$ cat src/rtl/encoder_pkg.sv
// Shared constants for the 8-to-3 registered priority encoder.
// Holds the default widths and the register reset values.
package encoder_pkg;

  localparam int ENC_IN_W  = 8;
  localparam int ENC_OUT_W = 3;

  localparam logic [ENC_OUT_W-1:0] ENC_OUT_RST   = '0;
  localparam logic                 ENC_VALID_RST = 1'b0;
  localparam logic                 ENC_MULTI_RST = 1'b0;

endpackage : encoder_pkg

$ cat src/rtl/encoder8_3_core.sv
// Combinational LSB-first priority encoder: index of lowest set bit,
// plus any-bit-set and more-than-one-bit-set flags.
module encoder8_3_core
  import encoder_pkg::*;
#(
  parameter  int IN_W  = ENC_IN_W,
  localparam int OUT_W = $clog2(IN_W)
) (
  input  logic [IN_W-1:0]  in,
  output logic [OUT_W-1:0] out_n,
  output logic             valid_n,
  output logic             multi_n
);

  always_comb begin
    // NOTE: every output gets a default before the loop so no path leaves it
    // unassigned; otherwise the tool infers a latch.
    out_n = '0;
    // Scan from the top so the lowest set bit is the last (winning) write.
    for (int i = IN_W - 1; i >= 0; i--) begin
      if (in[i]) begin
        out_n = OUT_W'(i);
      end
    end
  end

  assign valid_n = |in;
  // Clearing the lowest set bit leaves something only when two or more were set.
  assign multi_n = |(in & (in - IN_W'(1)));

endmodule : encoder8_3_core

$ cat src/rtl/encoder8_3.sv
// Registered priority encoder: one-cycle latency from in to out/valid/multi,
// asynchronously cleared by an active-high reset.
module encoder8_3
  import encoder_pkg::*;
#(
  parameter  int IN_W  = ENC_IN_W,
  localparam int OUT_W = $clog2(IN_W)
) (
  input  logic             clk,
  input  logic             rst,
  input  logic [IN_W-1:0]  in,
  output logic [OUT_W-1:0] out,
  output logic             valid,
  output logic             multi
);

  logic [OUT_W-1:0] out_d,   out_q;
  logic             valid_d, valid_q;
  logic             multi_d, multi_q;

  encoder8_3_core #(
    .IN_W (IN_W)
  ) u_core (
    .in      (in),
    .out_n   (out_d),
    .valid_n (valid_d),
    .multi_n (multi_d)
  );

  always_ff @(posedge clk or posedge rst) begin
    if (rst) begin
      out_q   <= OUT_W'(ENC_OUT_RST);
      valid_q <= ENC_VALID_RST;
      multi_q <= ENC_MULTI_RST;
    end else begin
      // NOTE: non-blocking assignments so all three registers update together
      // from values computed before the edge.
      out_q   <= out_d;
      valid_q <= valid_d;
      multi_q <= multi_d;
    end
  end

  assign out   = out_q;
  assign valid = valid_q;
  assign multi = multi_q;

endmodule : encoder8_3

$ cat config.mk
export PLATFORM = sky130hd
export DESIGN_NAME = encoder8_3
export DESIGN_NICKNAME = d
export VERILOG_FILES = /design/src/rtl/encoder_pkg.sv /design/src/rtl/encoder8_3_core.sv /design/src/rtl/encoder8_3.sv
export SDC_FILE = /design/constraint.sdc
export NUM_CORES = 1
export LEC_CHECK = 0
export BUFFER_PORTS_ARGS = -buffer_cell sky130_fd_sc_hd__buf_2
export CELL_PAD_IN_SITES_DETAIL_PLACEMENT = 1
export CELL_PAD_IN_SITES_GLOBAL_PLACEMENT = 1
export CORE_AREA = 8 8 45 47
export DETAILED_ROUTE_END_ITERATION = 7
export DIE_AREA = 0 0 53 55
export PLACE_DENSITY_LB_ADDON = 0.1
export SYNTH_ARGS = -nofsm -noshare
export SYNTH_HDL_FRONTEND = slang
export SYNTH_SLANG_ARGS = --single-unit
$ cat constraint.sdc
create_clock -name clk -period 0.8 [get_ports clk]
set_input_delay 0.12 -clock clk [delete_from_list [all_inputs] [get_ports clk]]
set_output_delay 0.12 -clock clk [all_outputs]
set_load 0.01 [all_outputs]
# Word level (Yosys, flattened, before mapping)
# Cells that the tools add are included.
# totals
out_inout_bits	5
input_bits	10
register_bits	5
elab_cells	15
# op_classes
n_addsub	1
reduce_logical	2
muxes	8
bitwise	1
# ops
op	n
$mux 3	8
$reduce_or 8->1	2
$and 8x8->8	1
$sub 8x1->8 const B	1

# Depth between registers and ports, before layout
# Gate-level depths: netlist (run 1).
# logic_depth
depth_word	8
ltp_mapped	4
mapped_depth_nobuf	4

# By module
# A second synthesis (run 1) with hierarchy kept.
# unflattened
hier_cells	28
hier_area_um2	276.5
# modules_own_cells
mod	instances	seq_area_each_um2	area_each_um2	cells_per_inst
encoder8_3_core	1	0.0	147.6	22
encoder8_3	1	125.1	128.9	6

# Worst setup path before layout (run 1)
# No wires, ideal clock.
# synth_path
path_kind	input-to-reg
from	input in[3]
to	register multi_q (netlist: multi)
slack_ns	-0.337
path_buffers	0
setup_ns	0.134
arrival_time_ns	1.004
cell_stages	4
required_ns	0.666
cell_sequence	or4_4 -> a2111oi_4 -> a21o_1 -> o21ai_1
# synth_between
elab_chain_len	3
# synth_rtl
item	line_no	rtl
start, declared	encoder8_3.sv:11	input logic [IN_W-1:0] in,
$sub 8x1->8	encoder8_3_core.sv:29	assign multi_n = |(in & (in - IN_W'(1)));
$and 8x8->8 (*)	encoder8_3_core.sv:29	
$reduce_or 8->1 (*)	encoder8_3_core.sv:29	
net multi_d	encoder8_3.sv:19	logic multi_d, multi_q;
end signal, assigned	encoder8_3.sv:40	multi_q <= multi_d;
end, declared	encoder8_3.sv:19	
# Mark *: on every way through the listed nets, which the timed path passes. The rest lies on a longest branch.

# Worst setup path in the final report (run 1)
# Same ends and word-level chain as after synthesis.

==> results.md, run 1 <==
- The run finished, with violations left.
- The checks that failed: negative setup slack.
- On the critical path, the stage with the largest delay is an instance of sky130_fd_sc_hd__or4_4.
- The total power is 0.000706 W.
- The register bit count reported by yosys is 5.
- The effective utilization at floorplan is 20.0%.
- The areal power density over the cells is 1400 mW/mm^2.
- The kind of end point of the critical path is a register.
- The area overhead of the layout relative to synthesis is 81.9%.
- STA classifies the critical path startpoint as a primary input.
- The number of nets in the layout is 68.
- The post-route core utilization is 36.3%.
- The first global-routing pass estimated 1410 um of wire.
- The site row count is 14.
- The number of antenna repair diodes is 0.
- Setup repair after global routing could not meet its margin everywhere.
- The minimum period implied by the final worst setup slack is 1.02 ns.
- The via count of the first global-routing pass is 373.
- Of all nets on the critical path, the largest fanout is 3.
- The I/O pin total is 15.
- The initial antenna violation count was 0.
- Yosys attributes the largest share of cell area to sky130_fd_sc_hd__dfrtp_1 45%, sky130_fd_sc_hd__a2111oi_4 10%, sky130_fd_sc_hd__nor3_1 9.0%.
- Of all flip-flops after synthesis, the portion carrying an async set or reset was 100%.
- The number of sinks driven by the clock tree is 5.
- Global routing used 6.57% of the available tracks.
- Across the VDD grid, the largest voltage drop is 0.888 mV.
- The total wirelength of the detailed-routed design is 886 um.
- The floorplan step set the die width to 53 um.
- The critical path goes through buf_6, or4_4, a2111oi_4, a21o_1, o21ai_1.
- The post-detailed-route DRC marker count is 0.
- The count of port buffers added during placement is 14.
- Sequential cells were found to cover 45.2% of the synthesized design area.
- The area of the die is 0.00292 mm^2.
- The count of flip-flops with a built-in enable after synthesis is 0.
- Routability-driven placement finished with a final weighted congestion of 0.685.
- The number of distinct standard cells referenced by the synthesized netlist is 15.
- The core area is 0.00138 mm^2.
- The timing-limited maximum frequency is 978 MHz.
- The arrival time of the worst setup path is 1.13 ns.
- The aggregate global routing overflow is 0.
- The highest cell delay on the worst timing path is 0.56 ns.
- The total of endpoints with negative setup slack in the final report is 8.
- In this run the remaining antenna-violating nets after routing total 0.
- The number of violations of the max-capacitance limit is 0.
- TritonCTS built the clock tree.
- The number of nets in the synthesized netlist is 38.
- The largest area contributor in the synthesized netlist is sky130_fd_sc_hd__dfrtp_1.
- After detailed routing, the average wire length per cell comes to 12.1 um.
- The total vias in the final route is 332.
- The number of max-slew violations in the final report is 0.
- The min-delay analysis places its worst path in the category in2reg.
- The final cell count without fillers is 73.
- The max-slew headroom at the worst pin is 74.7%.
- The critical path start-end classification is in2reg.
- The number of hold-slack violations in the final timing report is 0.
- For this run, the number of Yosys warnings is 0.
- The top flip-flop cell by instance count after synthesis is sky130_fd_sc_hd__dfrtp_1.
- The share of the clock period used by the worst path is 128%.
- At the pin with the least slew margin, the transition time is 0.370 ns.
- Entering global routing, the biggest net connects 7 pins.
- The share of Yosys cell area claimed by the top area cell type is 45.2%.
- OpenSTA, run right after detailed placement, puts the worst setup slack at -0.501 ns.
- After filler insertion, the fill cell instance count of the layout stands at 173.
- The cell count after synthesis is 28.
- In this run the number of H-tree levels came out at 1.
- The first detailed-routing pass took 3 iterations.
- Summed over all failing endpoints, the final setup total negative slack is -0.629 ns.
- The die is 55 um tall.
- The maximum buffer depth of the clock tree is 2.
- The cell count after placement is 66.
- The tree is rooted in a sky130_fd_sc_hd__clkbuf_4.
- Dividing the synthesized area by the synthesized cell count gives 9.88 um^2.
- For this design the static power due to leakage is 0.239 nW.
- The total clock buffers created by CTS is 3.
- The half-perimeter wire length after placement is 751 um.
- Data on the critical path is required at its endpoint by 0.91 ns.
- Clock-pin slew was measured on the worst setup and hold paths at 0.04 ns.
- After detailed routing, the number of vias per cell comes to 4.55.
- The combined area of all synthesized cells is 277 um^2.
- Across all setup checks in the final design, the least slack found is -0.223 ns.
- Of the cells placed in the final design, the portion with a size suffix greater than 1 is 54.4%.
- The iteration-0 DRC count of the detailed router is 2.
-- logic make-up after synthesis --
| logic type | synth area share (%) |
|---|---|
| flip-flops | 45.2 |
| adder cells (fa/ha/maj) | 3.62 |
| AO/OA/AOI/OAI | 27.6 |
| buffers and inverters | 4.07 |
| AND/OR/NAND/NOR | 19.5 |
-- critical path: cells and delay by family --
| family | cells | cell delay [ns] |
|---|---|---|
| AO/OA/AOI/OAI | 3 | 0.35 |
| buffers and inverters | 1 | 0.09 |
| AND/OR/NAND/NOR | 1 | 0.56 |
-- layout by cell type, fill, tap and decap left out, types with 2 or more instances in the layout --
cell type                  netlist  routed
sky130_fd_sc_hd__clkbuf_4        0       3
sky130_fd_sc_hd__a21oi_1         3       2
sky130_fd_sc_hd__o21ai_1         1       2
sky130_fd_sc_hd__buf_4           0       9
sky130_fd_sc_hd__buf_2           0      12
sky130_fd_sc_hd__dfrtp_1         5       5
sky130_fd_sc_hd__nor2_1          2       2
sky130_fd_sc_hd__inv_1           3       3
sky130_fd_sc_hd__buf_6           0       3
sky130_fd_sc_hd__nor3_1          5       4
-- sequential cells by signal, summed over array words and instances (netlist names) --
register	flops
multi	1
valid	1
out	3
-- power by group --
| group | total, W | switching, W | internal (W) |
|---|---|---|---|
| Sequential | 0.000264 | 0.00000183 | 0.000262 |
| Clock | 0.000288 | 0.0000996 | 0.000188 |
| Combinational | 0.000154 | 0.0000728 | 0.0000816 |
-- synthesized netlist by cell type (2+ instances only) --
| library cell | number |
|---|---|
| sky130_fd_sc_hd__nor3_1 | 5 |
| sky130_fd_sc_hd__nor2_1 | 2 |
| sky130_fd_sc_hd__dfrtp_1 | 5 |
| sky130_fd_sc_hd__a21oi_1 | 3 |
| sky130_fd_sc_hd__inv_1 | 3 |
-- cell type report --
| class | count | area, um^2 | area share (%) |
|---|---|---|---|
| Inverter | 3 | 11.3 | 2.24 |
| Tap cell | 16 | 20.0 | 3.98 |
| Clock buffer | 4 | 26.3 | 5.22 |
| Sequential cell | 5 | 125 | 24.9 |
| Multi-Input combinational cell | 20 | 149 | 29.6 |
| Timing Repair Buffer | 25 | 171 | 34.1 |
-- path summary, 6_finish.rpt --
kind,end,cells after the start,from,slack [ns]
setup / recovery,multi,5,in[3],-0.22
hold / removal,out[1],3,in[1],0.15
max in group asynchronous,out[1],3,rst,0.30
min in group asynchronous,out[2],3,rst,0.32
-- stage by stage --
step / hold WS, ns / instance area (um^2)
floorplan: -0.101 / 277
global placement: 0.0136 / 427
detailed placement: 0.0312 / 427
CTS: 0.165 / 497
global route: 0.151 / 503
finish: 0.151 / 503
-- metal layers --
layer | global-route usage, % | part of all wire [%] | up-vias
met5 | 0 | 0 | -
met4 | 2.59 | 0 | 0
met3 | 3.74 | 10 | 0
met2 | 12.3 | 55 | 15
met1 | 5.66 | 35 | 157
li1 | - | - | 160
-- what timing repair did --
item,in CTS,in global routing
pin swaps,2,2
gates cloned,0,0
endpoints found under the setup margin,7,8
resized for setup,4,2
setup buffers,2,0
hold buffers,1,0
hold endpoints to repair,5,0
(Power assumes the default switching activity.)
==> run 2, diff against run 1 <==
--- a/config.mk
+++ b/config.mk
@@ -11,7 +11,8 @@
 export CORE_AREA = 8 8 45 47
 export DETAILED_ROUTE_END_ITERATION = 7
 export DIE_AREA = 0 0 53 55
-export PLACE_DENSITY_LB_ADDON = 0.1
+export PLACE_DENSITY = 0.53
+export RECOVER_POWER = 50
 export SYNTH_ARGS = -nofsm -noshare
 export SYNTH_HDL_FRONTEND = slang
 export SYNTH_SLANG_ARGS = --single-unit
==> results.md, run 2 (synthesis gave the netlist of run 1 again) <==
- The flow ran to the end, but the final reports show violations.
- The checks that failed: negative setup slack.
- Port buffering added 14 buffers.
- Setup repair after global routing could not meet its margin everywhere.
- After layout, the worst setup slack is -0.247 ns.
- Leaving out fill and tap cells, the most frequent cell in the layout is sky130_fd_sc_hd__buf_2.
- TritonCTS created 3 clock buffers.
- The y dimension of the die is 55 um.
- The worst-case IR drop observed on VDD is 0.276 mV.
- The power share of the sequential group is 38.4%.
- The via count of the first global-routing pass was 360.
- The reported leakage power is 0.227 nW.
- At the end of the flow, the number of nets in the layout was 64.
- The floorplan step defined a die boundary enclosing 0.00292 mm^2.
- TritonCTS built the clock tree.
- The smallest clock period supported by the final layout is computed as 1.05 ns.
- The critical path is of the in2reg type.
- The number of hold-slack violations in the final timing report is 0.
- The switching power of the nets is 0.000167 W.
- The number of antenna repair diodes is 0.
- Cells with a size suffix above 1 make up 50.9% of the layout.
- Measured along the x axis, the die boundary spans 53 um.
- The origin of the worst setup path is in[3].
- The type of element launching the critical path is a primary input.
- Once detailed placement completed, the half-perimeter wirelength came to 696 um.
- The site row count is 14.
- For this run, the detailed router's first-pass iteration total came to 1.
- The largest fanout of any net on the critical path is 3.
- The required time at the endpoint of the critical path is 0.90 ns.
- For this design the top-level I/O count stands at 15.
- The remaining number of nets flagged by the antenna check after routing is 0.
- The slew of the pin with the lowest slew margin is 0.493 ns.
- The total number of H-tree levels is 1.
- The part of the total power dissipated in the clock network is 40.9%.
- In the layout the commonest cells are 11 x sky130_fd_sc_hd__buf_2, 5 x sky130_fd_sc_hd__dfrtp_1, 5 x sky130_fd_sc_hd__buf_4, 4 x sky130_fd_sc_hd__nor3_1, 4 x sky130_fd_sc_hd__buf_6.
- After detailed routing, the number of vias per cell comes to 4.54.
- The maximum buffer depth of the clock tree is 2.
- The effective utilization at floorplan is 20.0%.
- The number of flip-flops under the largest register name is 3.
- The last weighted congestion value of the routability-driven placer is 0.733.
- The number of sinks driven by the clock tree is 5.
- Headroom to the max-slew limit came out at 66.3%.
- The core area is 0.00138 mm^2.
- The number of max-slew violations in the final report is 0.
- The areal power density over the cells is 1420 mW/mm^2.
- Dividing the final minimum period by the clock period gives 131%.
- Static timing analysis puts the maximum clock frequency at 955 MHz.
- The aggregate global routing overflow is 0.
- The total vias in the final route is 313.
- The initial antenna violation count came to 0.
- STA classifies the critical path endpoint as a register.
- Setup violations remaining at the end of the flow were counted as 8.
- The clock root buffer is sky130_fd_sc_hd__clkbuf_4.
- The area growth from synthesis to layout is 75.6%.
- In this run the most critical hold path is launched from in[1].
- Internal power comes to 0.000521 W.
- The global-route wire length before repair is 1440 um.
- The wire length per cell is 11.9 um.
- The fraction of power spent switching nets is 24.3%.
- The number of violations of the max-capacitance limit is 0.
- For the worst setup path, the data arrival time is 1.15 ns.
- Across all hold checks on the routed design, the worst slack comes to 0.149 ns.
- The detailed router finished its first iteration with 0 violations.
- The clock-pin slew on the worst setup and hold paths is 0.04 ns.
- The post-route core utilization is 35.1%.
- The overall routing resource usage is 6.90%.
- Entering global routing, the biggest net connects 7 pins.
- The min-delay analysis places its worst path in the category in2reg.
- The total wirelength of the detailed-routed design is 818 um.
- The fraction of power consumed by combinational cells is 20.7%.
- In the routed design, unresolved DRC markers number 0.
run 2: cell count changes in the layout (fill, tap and decap cells not counted):
cell | previous run | this run
sky130_fd_sc_hd__a21oi_2 | 1 | 0
sky130_fd_sc_hd__buf_6 | 3 | 4
sky130_fd_sc_hd__buf_4 | 9 | 5
sky130_fd_sc_hd__nor3_4 | 0 | 1
sky130_fd_sc_hd__o21ai_1 | 2 | 1
sky130_fd_sc_hd__o21ai_2 | 0 | 1
sky130_fd_sc_hd__a21oi_1 | 2 | 3
sky130_fd_sc_hd__buf_2 | 12 | 11
sky130_fd_sc_hd__nor3_2 | 1 | 0
run 2: final cells by class:
| type | count | area [um^2] |
|---|---|---|
| Fill cell | 170 | 898 |
| Multi-Input combinational cell | 20 | 155 |
| Timing Repair Buffer | 21 | 148 |
| Sequential cell | 5 | 125 |
| Clock buffer | 4 | 26.3 |
| Tap cell | 16 | 20.0 |
| Inverter | 3 | 11.3 |
run 2: power by group through the flow:
stage	registers [W]	logic (W)	clock network, W
after floorplan	0.000273	0.0000370	0
after global placement	0.000267	0.000121	0
after detailed placement	0.000268	0.000126	0
after CTS	0.000264	0.000136	0.000300
after global routing	0.000265	0.000158	0.000311
final	0.000264	0.000143	0.000281
run 2: worst paths after layout:
check,end,depth (start not counted),slack (ns)
max,multi,5,-0.25
min,out[1],3,0.15
max in group asynchronous,valid,3,0.32
min in group asynchronous,out[0],3,0.32
run 2: through the flow:
stage	TNS (ns)	setup slack (ns)	power, W	cells	instance area [um^2]
floorplan	-0.592	-0.337	0.000310	28	277
global placement	-1.46	-0.488	0.000388	64	412
detailed placement	-1.53	-0.520	0.000394	64	412
CTS	-0.808	-0.231	0.000700	69	463
global route	-0.949	-0.299	0.000733	69	485
finish	-0.696	-0.247	0.000688	69	485
run 2: layer usage:
| metal | global-route usage (%) | up-vias | wire (um) |
|---|---|---|---|
| li1 | - | 152 | - |
| met1 | 6.42 | 150 | 295 |
| met2 | 10.9 | 11 | 440 |
| met3 | 2.67 | 0 | 83 |
| met4 | 7.76 | 0 | 0 |
| met5 | 0 | - | 0 |
run 2: critical path: stages:
cell                        delay (ns)
sky130_fd_sc_hd__buf_6            0.09
sky130_fd_sc_hd__or4_4            0.56
sky130_fd_sc_hd__a2111oi_4        0.20
sky130_fd_sc_hd__a21o_1           0.13
sky130_fd_sc_hd__o21ai_2          0.05
run 2: repair_timing:
action                                  in CTS  in global routing
endpoints found under the setup margin       8                  8
resized for setup                            4                  4
hold endpoints to repair                     5                  0
gates cloned                                 0                  0
pin swaps                                    1                  1
hold buffers                                 1                  0
buffers inserted                             0                  0
==> run 3, diff against run 2 <==
--- a/config.mk
+++ b/config.mk
@@ -8,9 +8,9 @@
 export BUFFER_PORTS_ARGS = -buffer_cell sky130_fd_sc_hd__buf_2
 export CELL_PAD_IN_SITES_DETAIL_PLACEMENT = 1
 export CELL_PAD_IN_SITES_GLOBAL_PLACEMENT = 1
-export CORE_AREA = 8 8 45 47
+export CORE_AREA = 10 10 47 49
 export DETAILED_ROUTE_END_ITERATION = 7
-export DIE_AREA = 0 0 53 55
+export DIE_AREA = 0 0 57 59
 export PLACE_DENSITY = 0.53
 export RECOVER_POWER = 50
 export SYNTH_ARGS = -nofsm -noshare
==> results.md, run 3 (synthesis gave the netlist of run 1 again) <==
- Dividing the detail-routed wire length by the instance count gives 13.1 um.
- In this run the power spent charging and discharging nets is 0.000170 W.
- The first global-routing pass estimated 1580 um of wire.
- The reported leakage power is 0.235 nW.
- The total vias in the final route is 323.
- The flow ran to the end, but the final reports show violations.
- The arrival time of the worst setup path is 1.14 ns.
- Measured against its own limit, the worst slew margin works out to 71.0%.
- The path class of the tightest hold or removal check is in2reg.
- The I/O pin total is 15.
- The worst-path cell with the longest stage delay is sky130_fd_sc_hd__or4_4.
- The area of the die is 0.00336 mm^2.
- The library cells used most frequently in the layout, excluding fill and tap cells, are 12 x sky130_fd_sc_hd__buf_2, 7 x sky130_fd_sc_hd__buf_4, 5 x sky130_fd_sc_hd__dfrtp_1, 4 x sky130_fd_sc_hd__nor3_1, 4 x sky130_fd_sc_hd__buf_6.
- The first detailed-routing pass took 3 iterations.
- The commonest non-fill, non-tap cell in the layout is sky130_fd_sc_hd__buf_2.
- Of the available clock period, the critical path in the final layout requires 129%.
- The initial antenna violation count came to 0.
- The number of nets in the layout is 67.
- The number of violations of the max-capacitance limit is 0.
- The minimum period implied by the final worst setup slack is 1.03 ns.
- TritonCTS built the clock tree.
- Of the total power, combinational logic draws 21.7%.
- The kind of end point of the critical path is a register.
- The post-detailed-route via-to-cell ratio is 4.49.
- The cell area after placement is 427 um^2.
- Setup repair after global routing could not meet its margin everywhere.
- The number of antenna repair diodes is 0.
- The part of the total power dissipated in the clock network is 40.4%.
- The highest cell delay on the worst timing path is 0.56 ns.
- Entering global routing, the biggest net connects 6 pins.
- The total of endpoints with negative setup slack in the final report is 8.
- Buffers placed on the I/O ports in this run total 14.
- The checks that failed: negative setup slack.
- The type of element launching the critical path is a primary input.
- The timing-limited maximum frequency is 966 MHz.
- VDD sags by at most 0.369 mV.
- The maximum buffer depth of the clock tree is 2.
- The horizontal die dimension is 57 um.
- Across all setup checks in the final design, the least slack found is -0.235 ns.
- After legalization and detailed placement, the total HPWL measured 812 um.
- The tree built by TritonCTS fans out to 5 sinks.
- The critical path is of the in2reg type.
- The floorplan step set the die height to 59 um.
- For the pin with the worst max-slew slack, the measured transition is 0.423 ns.
- The fraction of power spent switching nets is 24.3%.
- The total clock buffers created by CTS is 3.
- The overall routing resource usage is 6.04%.
- Cells with a size suffix above 1 make up 53.6% of the layout.
- The post-detailed-route DRC marker count is 0.
- Routability-driven placement finished with a final weighted congestion of 0.810.
- The cell family contributing the most delay on the critical path is simple AND/OR/NAND/NOR gates.
- The areal power density over the cells is 1400 mW/mm^2.
- The number of buffer and inverter stages on the critical path is 1.
- The register with the most flip-flops in the layout has 3 of them.
- The root buffer cell chosen for the clock tree is sky130_fd_sc_hd__clkbuf_4.
- In this run the worst path has a maximum fanout of 3.
- Sequential cells burn 37.9% of the power.
- The aggregate global routing overflow is 0.
- The detail route stage leaves a number of antenna-violating nets equal to 0.
- The iteration-0 DRC count of the detailed router is 2.
- The critical path goes through buf_6, or4_4, a2111oi_4, a21o_1, o21ai_1.
- In this run the standard cell core region covers 0.00140 mm^2.
- The required time at the endpoint of the critical path is 0.90 ns.
- The effective utilization at floorplan is 19.7%.
- The number of hold-slack violations in the final timing report is 0.
- The number of max-slew violations in the final report was 0.
- In this run the number of H-tree levels came out at 1.
- The routed design has 944 um of wire.
- The finished cells cover 499 um^2.
- The internal power component is 0.000529 W.
- Hold timing on the final database bottoms out at a slack of 0.146 ns.
- The clock-pin slew on the worst setup and hold paths is 0.04 ns.
- The via count of the first global-routing pass is 378.
- The site row count is 14.
- The area overhead of the layout relative to synthesis is 80.5%.
[run 3: cell types whose count changed in the layout (fill, tap and decap cells not counted), sizes merged]
cell  delta
buf      +3
[run 3: area by class of cell]
cell class	instances	area, um^2
inverter	3	11.3
fill	176	902
multi-input combinational	20	149
tap	16	20.0
sequential	5	125
timing repair buffer	24	168
clock buffer	4	26.3
[run 3: power groups by stage]
stage / logic [W] / clock network [W] / registers, W
4_1_cts: 0.000148 / 0.000300 / 0.000264
3_5_place_dp: 0.000137 / 0 / 0.000268
6_report: 0.000151 / 0.000282 / 0.000265
5_1_grt: 0.000169 / 0.000323 / 0.000266
3_3_place_gp: 0.000128 / 0 / 0.000267
2_1_floorplan: 0.0000370 / 0 / 0.000273
[run 3: per-stage QoR]
stage	setup WS (ns)	TNS (ns)	total power [W]	instances	utilization, %
5_1_grt	-0.281	-1.01	0.000757	72	35.6
3_3_place_gp	-0.490	-1.45	0.000396	66	30.4
2_1_floorplan	-0.337	-0.592	0.000310	28	-
6_report	-0.235	-0.720	0.000699	72	35.6
4_1_cts	-0.235	-0.737	0.000712	71	34.4
3_5_place_dp	-0.509	-1.57	0.000405	66	30.4
[run 3: worst min-delay path, delay by kind of cell]
family          cells  cell delay [ns]
compound gates      1             0.04
buf+inv             2             0.18
[run 3: metal layers]
metal	vias to the layer above	part of all wire [%]	track usage, %
li1	157	-	-
met1	154	38	4.95
met2	12	53	9.92
met3	0	8.8	3.65
met4	0	0	5.70
met5	-	0	0
[run 3: final timing paths]
check	endpoint	slack [ns]	depth (start not counted)	startpoint
worst min-delay path	out[0]	0.15	3	in[0]
min in group asynchronous	valid	0.33	3	rst
worst max-delay path	multi	-0.23	5	in[0]
max in group asynchronous	multi	0.31	3	rst
[run 3: timing repair]
item / 4_1_cts / 5_1_grt
resized for setup: 5 / 2
setup buffers: 0 / 1
hold buffers: 1 / 0
hold endpoints to repair: 5 / 0
pin swaps: 3 / 2
setup endpoints to repair: 8 / 9
